===== src/rtl/npusch_dmrs_re_mapper_if.sv =====
`default_nettype none
// ============================================================================
// npusch_dmrs_re_mapper_if : DMRS in, data in and RE out handshake bundle
// Revision : 1.0
// ============================================================================
interface npusch_dmrs_re_mapper_if #(
  parameter int DATA_W = 32
);
  logic              dmrs_valid;
  logic [DATA_W-1:0] dmrs_re;
  logic [DATA_W-1:0] dmrs_im;
  logic              dmrs_ready;

  logic              data_valid;
  logic [DATA_W-1:0] data_re;
  logic [DATA_W-1:0] data_im;
  logic              data_ready;

  logic              out_valid;
  logic [DATA_W-1:0] out_re;
  logic [DATA_W-1:0] out_im;
  logic [3:0]        out_sc;
  logic [2:0]        out_sym;
  logic              out_is_dmrs;
  logic              out_slot_start;
  logic [7:0]        out_slot;
  logic              out_ready;

  modport master (
    output dmrs_valid, dmrs_re, dmrs_im,
    output data_valid, data_re, data_im,
    output out_ready,
    input  dmrs_ready, data_ready,
    input  out_valid, out_re, out_im, out_sc, out_sym,
    input  out_is_dmrs, out_slot_start, out_slot
  );

  modport slave (
    input  dmrs_valid, dmrs_re, dmrs_im,
    input  data_valid, data_re, data_im,
    input  out_ready,
    output dmrs_ready, data_ready,
    output out_valid, out_re, out_im, out_sc, out_sym,
    output out_is_dmrs, out_slot_start, out_slot
  );
endinterface
`default_nettype wire


===== src/rtl/npusch_dmrs_re_mapper.sv =====
`default_nettype none
// ============================================================================
// npusch_dmrs_re_mapper : merges NPUSCH data and buffered DMRS into a
//                         slot-ordered RE stream for the SC-FDMA stage
// Revision : 1.0
// ============================================================================
module npusch_dmrs_re_mapper #(
  parameter int DATA_W     = 32,
  parameter int N_SC       = 12,
  parameter int N_SYM      = 7,
  parameter int DMRS_SYM   = 3,
  parameter int FIFO_DEPTH = 16
) (
  input wire clk,
  input wire rst_n,
  npusch_dmrs_re_mapper_if.slave bus
);

  localparam int          AW        = $clog2(FIFO_DEPTH);
  localparam logic [3:0]  SC_LAST   = 4'(N_SC - 1);
  localparam logic [2:0]  SYM_LAST  = 3'(N_SYM - 1);
  localparam logic [2:0]  SYM_DMRS  = 3'(DMRS_SYM);
  localparam logic [AW:0] FIFO_FULL = (AW + 1)'(FIFO_DEPTH);

  // DMRS buffer: pointers carry one extra wrap bit so full and empty differ
  logic [DATA_W-1:0] fifo_re [FIFO_DEPTH];
  logic [DATA_W-1:0] fifo_im [FIFO_DEPTH];
  logic [AW:0]       wr_ptr;
  logic [AW:0]       rd_ptr;
  logic [AW:0]       fill;
  logic              full;
  logic              empty;
  logic              fifo_wr;
  logic              fifo_rd;
  logic              alive;

  logic [3:0]        sc;
  logic [2:0]        sym;
  logic [7:0]        slot;
  logic              is_dmrs_sym;
  logic              src_avail;
  logic              load_en;

  logic              out_valid_q;
  logic [DATA_W-1:0] out_re_q;
  logic [DATA_W-1:0] out_im_q;
  logic [3:0]        out_sc_q;
  logic [2:0]        out_sym_q;
  logic              out_is_dmrs_q;
  logic              out_slot_start_q;
  logic [7:0]        out_slot_q;

  assign fill        = wr_ptr - rd_ptr;
  assign full        = (fill == FIFO_FULL);
  assign empty       = (fill == '0);
  assign fifo_wr     = bus.dmrs_valid && bus.dmrs_ready;

  assign is_dmrs_sym = (sym == SYM_DMRS);
  assign src_avail   = is_dmrs_sym ? !empty : bus.data_valid;
  assign load_en     = (!out_valid_q || bus.out_ready) && src_avail;
  assign fifo_rd     = load_en && is_dmrs_sym;

  assign bus.dmrs_ready     = alive && !full;
  assign bus.data_ready     = load_en && !is_dmrs_sym;
  assign bus.out_valid      = out_valid_q;
  assign bus.out_re         = out_re_q;
  assign bus.out_im         = out_im_q;
  assign bus.out_sc         = out_sc_q;
  assign bus.out_sym        = out_sym_q;
  assign bus.out_is_dmrs    = out_is_dmrs_q;
  assign bus.out_slot_start = out_slot_start_q;
  assign bus.out_slot       = out_slot_q;

  // Holds dmrs_ready low until the first clock after reset release
  always_ff @(posedge clk or negedge rst_n) begin
    if (!rst_n) begin
      alive <= 1'b0;
    end else begin
      alive <= 1'b1;
    end
  end

  always_ff @(posedge clk) begin
    if (fifo_wr) begin
      fifo_re[wr_ptr[AW-1:0]] <= bus.dmrs_re;
      fifo_im[wr_ptr[AW-1:0]] <= bus.dmrs_im;
    end
  end

  always_ff @(posedge clk or negedge rst_n) begin
    if (!rst_n) begin
      wr_ptr <= '0;
      rd_ptr <= '0;
    end else begin
      if (fifo_wr) begin
        wr_ptr <= wr_ptr + 1'b1;
      end
      if (fifo_rd) begin
        rd_ptr <= rd_ptr + 1'b1;
      end
    end
  end

  // Slot position advances once per RE loaded into the output register
  always_ff @(posedge clk or negedge rst_n) begin
    if (!rst_n) begin
      sc   <= '0;
      sym  <= '0;
      slot <= '0;
    end else if (load_en) begin
      if (sc == SC_LAST) begin
        sc <= '0;
        if (sym == SYM_LAST) begin
          sym  <= '0;
          slot <= slot + 8'd1;
        end else begin
          sym <= sym + 3'd1;
        end
      end else begin
        sc <= sc + 4'd1;
      end
    end
  end

  // Payload fields only change on a load, so a dropped out_valid keeps them
  always_ff @(posedge clk or negedge rst_n) begin
    if (!rst_n) begin
      out_valid_q      <= 1'b0;
      out_re_q         <= '0;
      out_im_q         <= '0;
      out_sc_q         <= '0;
      out_sym_q        <= '0;
      out_is_dmrs_q    <= 1'b0;
      out_slot_start_q <= 1'b0;
      out_slot_q       <= '0;
    end else begin
      if (!out_valid_q || bus.out_ready) begin
        out_valid_q <= src_avail;
      end
      if (load_en) begin
        out_re_q         <= is_dmrs_sym ? fifo_re[rd_ptr[AW-1:0]] : bus.data_re;
        out_im_q         <= is_dmrs_sym ? fifo_im[rd_ptr[AW-1:0]] : bus.data_im;
        out_sc_q         <= sc;
        out_sym_q        <= sym;
        out_is_dmrs_q    <= is_dmrs_sym;
        out_slot_start_q <= (sym == 3'd0) && (sc == 4'd0);
        out_slot_q       <= slot;
      end
    end
  end

endmodule
`default_nettype wire

===== src/flat_wrapper.sv =====
// flat-port wrapper written by rule: the top's interface ports become plain ports
module npusch_dmrs_re_mapper_flat 
#(
  parameter int DATA_W     = 32,
  parameter int N_SC       = 12,
  parameter int N_SYM      = 7,
  parameter int DMRS_SYM   = 3,
  parameter int FIFO_DEPTH = 16
)
  (clk, rst_n, bus_dmrs_valid, bus_dmrs_re, bus_dmrs_im, bus_data_valid, bus_data_re, bus_data_im, bus_out_ready, bus_dmrs_ready, bus_data_ready, bus_out_valid, bus_out_re, bus_out_im, bus_out_sc, bus_out_sym, bus_out_is_dmrs, bus_out_slot_start, bus_out_slot);
  npusch_dmrs_re_mapper_if #(.DATA_W(DATA_W)) bus_i ();
  input wire clk;
  input wire rst_n;
  input wire logic [$bits(bus_i.dmrs_valid)-1:0] bus_dmrs_valid;
  input wire logic [$bits(bus_i.dmrs_re)-1:0] bus_dmrs_re;
  input wire logic [$bits(bus_i.dmrs_im)-1:0] bus_dmrs_im;
  input wire logic [$bits(bus_i.data_valid)-1:0] bus_data_valid;
  input wire logic [$bits(bus_i.data_re)-1:0] bus_data_re;
  input wire logic [$bits(bus_i.data_im)-1:0] bus_data_im;
  input wire logic [$bits(bus_i.out_ready)-1:0] bus_out_ready;
  output wire logic [$bits(bus_i.dmrs_ready)-1:0] bus_dmrs_ready;
  output wire logic [$bits(bus_i.data_ready)-1:0] bus_data_ready;
  output wire logic [$bits(bus_i.out_valid)-1:0] bus_out_valid;
  output wire logic [$bits(bus_i.out_re)-1:0] bus_out_re;
  output wire logic [$bits(bus_i.out_im)-1:0] bus_out_im;
  output wire logic [$bits(bus_i.out_sc)-1:0] bus_out_sc;
  output wire logic [$bits(bus_i.out_sym)-1:0] bus_out_sym;
  output wire logic [$bits(bus_i.out_is_dmrs)-1:0] bus_out_is_dmrs;
  output wire logic [$bits(bus_i.out_slot_start)-1:0] bus_out_slot_start;
  output wire logic [$bits(bus_i.out_slot)-1:0] bus_out_slot;
  assign bus_i.dmrs_valid = bus_dmrs_valid;
  assign bus_i.dmrs_re = bus_dmrs_re;
  assign bus_i.dmrs_im = bus_dmrs_im;
  assign bus_i.data_valid = bus_data_valid;
  assign bus_i.data_re = bus_data_re;
  assign bus_i.data_im = bus_data_im;
  assign bus_i.out_ready = bus_out_ready;
  assign bus_dmrs_ready = bus_i.dmrs_ready;
  assign bus_data_ready = bus_i.data_ready;
  assign bus_out_valid = bus_i.out_valid;
  assign bus_out_re = bus_i.out_re;
  assign bus_out_im = bus_i.out_im;
  assign bus_out_sc = bus_i.out_sc;
  assign bus_out_sym = bus_i.out_sym;
  assign bus_out_is_dmrs = bus_i.out_is_dmrs;
  assign bus_out_slot_start = bus_i.out_slot_start;
  assign bus_out_slot = bus_i.out_slot;
  npusch_dmrs_re_mapper #(.DATA_W(DATA_W), .N_SC(N_SC), .N_SYM(N_SYM), .DMRS_SYM(DMRS_SYM), .FIFO_DEPTH(FIFO_DEPTH)) u_core (.clk(clk), .rst_n(rst_n), .bus(bus_i));
endmodule

===== config.mk =====
export PLATFORM = sky130hd
export DESIGN_NAME = npusch_dmrs_re_mapper_flat
export DESIGN_NICKNAME = d
export VERILOG_FILES = /design/src/rtl/npusch_dmrs_re_mapper_if.sv /design/src/rtl/npusch_dmrs_re_mapper.sv /design/src/flat_wrapper.sv
export SDC_FILE = /design/constraint.sdc
export NUM_CORES = 1
export LEC_CHECK = 0
export CORE_MARGIN = 8
export CORE_UTILIZATION = 64
export CTS_CLUSTER_DIAMETER = 40
export CTS_CLUSTER_SIZE = 12
export DETAILED_ROUTE_END_ITERATION = 10
export PLACE_DENSITY = 0.84
export SYNTH_ARGS = -nofsm -noshare
export SYNTH_HDL_FRONTEND = slang
export SYNTH_SLANG_ARGS = --single-unit

===== constraint.sdc =====
create_clock -name clk -period 13.6 [get_ports clk]
set_input_delay 2.04 -clock clk [delete_from_list [all_inputs] [get_ports clk]]
set_output_delay 2.04 -clock clk [all_outputs]
set_load 0.05 [all_outputs]

==> flow_metrics.tcl <==
set metrics [dict create \
    status "completed" \
    vias_per_cell 7.08 \
    globalRouteMet3Util 0.0592 \
    end_kind "output pin" \
    synth_xor_area_frac 0.00357 \
    ctsLongestPathBuffers 3 \
    yosysTopAreaCell "edfxtp_1" \
    max_freq_mhz 153 \
    crit_type "flop to output pin" \
    port_buffers 216 \
    synth_warnings 0 \
    final.min_clock_period_ps 6540 \
    routedWlPerCell_um 33.1 \
    synth-seq-cells 1132 \
    initialDrtViolationCount 3294 \
    synth-adder-area-share 0.00369 \
    worst_pin_slew_ps 1330 \
    synth_top_family_by_area "multiplexers" \
    rsz0062_at_grt "false" \
    period_share 0.481 \
    total_leakage_power_nw 17.6 \
    avgSynthCellArea_sq_um 20.7 \
    synth_top_area_frac 0.697 \
    synth_area_leaders "edfxtp_1 70%, mux4_2 9.8%, dfrtp_1 6.1%" \
    finalSetupViolations 0 \
    start_kind "flop" \
    ys.flop_type "edfxtp_1" \
    clk_pin_slew_ps 60 \
    hold_violations 0 \
    cts_buffers 132 \
    area_growth_pct 16.8 \
    ctsResizeCount 0 \
    antenna_found_initial 4 \
    dp_hpwl_um 54800 \
    synth_mux_area_frac 0.166 \
    first_pass_iters 6 \
    peakVddDrop_uv 135 \
    synth_async_sr_flop_share 0.0954 \
    synth_area_sq_um 44100 \
    start_util 0.644 \
    cp.required_ps 11560 \
    crit_fanout 67 \
    track_usage 0.287 \
    finClkSkew_ps 29.2 \
    synth-simple-area-share 0.00888 \
    layout-drive-gt1-share 0.215 \
    cts_sinks 1132 \
    grt_overflow 0 \
    ctsHoldBuffers 0 \
    ys_types 53 \
    power.total_mw 9.84 \
    grt_max_degree 139 \
    h-tree-depth 4 \
    synth_compound_area_frac 0.0389 \
    hp-class "flop to flop" \
    dieArea_sq_um 77600 \
    drc 0 \
    preCtsSetupSlack_ps 7830 \
    final_util 0.752 \
    drv_cap 0 \
    fin_nets 2540 \
    wirelength_um 112000 \
    die_h_um 279 \
    antenna_left 0 \
    cts_root_buf "clkbuf_16" \
    syn_nets 2274 \
    die_x_um 279 \
    yosysSeqAreaShare 0.758 \
    grt_first_pass_wirelength_um 163000 \
    timing.final.max_slew_violations 0 \
    layout_setup_ws_ps 7060 \
    ioPinCount 217 \
    cts_tree "built" \
    core_area_sq_um 68500 \
    syn_inst 2128 \
    slew_headroom 0.113 \
    cts_setup_buffers 0 \
    grt.met2_usage 0.481 \
    num_vias 23900 \
    rows 96 \
    synth_edf_count 1024 \
    top_usage_layer "met2" \
    use_met1 0.360 \
    tns_ps 0 \
    powerDensity_nw_per_um2 191 \
    grt_pass1_vias 25000 \
    insertion_delay_ps 730 \
    gp_congestion 0.794 \
    worst_ep_arrival_time_ps 4500 \
]
[cells in the mapped netlist (7+ instances only)]
| cell | number |
|---|---|
| edfxtp_1 | 1024 |
| mux2i_1 | 193 |
| mux4_2 | 192 |
| dfrtp_1 | 108 |
| o21ai_0 | 84 |
| inv_1 | 75 |
| a221oi_1 | 63 |
| o221ai_1 | 63 |
| clkbuf_1 | 61 |
| mux2_4 | 50 |
| buf_2 | 36 |
| mux2_2 | 29 |
| nor2_1 | 21 |
| nand2_1 | 16 |
| ha_1 | 13 |
| xnor2_1 | 12 |
| nor3_1 | 10 |
| buf_4 | 7 |
[final cells by class]
type | count | area (sq um)
tap | 882 | 1100
fill | 3349 | 17000
antenna | 2 | 5.00
clock inverter | 60 | 674
timing repair buffer | 249 | 2420
sequential | 1132 | 33500
multi-input combinational | 803 | 9900
clock buffer | 174 | 3660
inverter | 76 | 288
[metal layers]
metal  share of wire  wire length [um]  up-vias
met3            0.11             11800      329
li1                -                 -     9338
met1            0.34             38500    12300
met5         0.00012                13        -
met4           0.045              4990        2
met2            0.51             56600     1958
[flip-flops by register name, summed over array words and instances, names as in the netlist, 5 cells and up]
signal,flops
u_core.bus.out_im,32
u_core.bus.out_re,32
u_core.bus.out_slot,8
u_core.fifo_im,512
u_core.fifo_re,512
u_core.rd_ptr,5
u_core.slot,8
u_core.wr_ptr,5
[report_power, final]
group	leakage [nW]	internal, mW	total [mW]	switching [mW]
clock network	2.11	2.10	3.51	1.41
logic	4.97	0.897	2.10	1.21
registers	10.5	4.06	4.23	0.170
total	17.6	7.06	9.84	2.78
[cells by family after synthesis]
logic type               count (synthesis)
flip-flops                            1132
other                                    1
XOR/XNOR                                18
AND/OR/NAND/NOR                         76
buffers and inverters                  193
adder cells (fa/ha/maj)                 13
AO/OA/AOI/OAI                          231
multiplexers                           464
[worst max-delay path: stages, from the launching register on]
cell	delay (ps)
dfrtp_2	330
buf_4	690
inv_4	450
ha_1	500
or4_4	570
a21oi_4	270
a31oi_1	170
clkdlybuf4s50_1	740
[path summary, 6_finish.rpt]
check	slack, ps	end	start	cells after the start
max	7060	bus_dmrs_ready	u_core.rd_ptr[2]$_DFFE_PN0P_	7
min	480	u_core.slot[7]$_DFFE_PN0P_	u_core.slot[7]$_DFFE_PN0P_	1
max reg2reg	7700	u_core.fifo_re[1][20]$_DFFE_PP_	u_core.rd_ptr[2]$_DFFE_PN0P_	9
min reg2reg	480	u_core.slot[7]$_DFFE_PN0P_	u_core.slot[7]$_DFFE_PN0P_	1
max in group asynchronous	10820	u_core.bus.out_re[5]$_DFFE_PN0P_	rst_n	2
min in group asynchronous	1450	u_core.bus.out_im[2]$_DFFE_PN0P_	rst_n	1
[cell usage in the layout (no fill, tap or decap), drive strengths merged, types with 2 or more instances in the layout]
cell / count
a21o: 2
a21oi: 6
a221oi: 63
a31oi: 2
and2: 2
buf: 34
bufinv: 10
clkbuf: 174
clkdlybuf4s50: 215
clkinv: 32
clkinvlp: 5
dfrtp: 108
diode: 2
edfxtp: 1024
ha: 13
inv: 89
mux2: 79
mux2i: 193
mux4: 192
nand2: 17
nand2b: 4
nand3: 5
nand4: 6
nor2: 21
nor2b: 2
nor3: 10
o211a: 2
o211ai: 2
o21ai: 84
o221ai: 63
or3: 4
xnor2: 12
xor2: 6
[through the flow]
| stage | instance area, sq um | std cells | hold WS [ps] |
|---|---|---|---|
| after global placement | 47200 | 3142 | 457 |
| after global routing | 51500 | 3377 | 498 |
| final | 51500 | 3378 | 476 |
| after detailed placement | 47200 | 3142 | 465 |
| after CTS | 51500 | 3376 | 475 |
| after floorplan | 44100 | 2128 | 438 |
(Power assumes the default switching activity.)
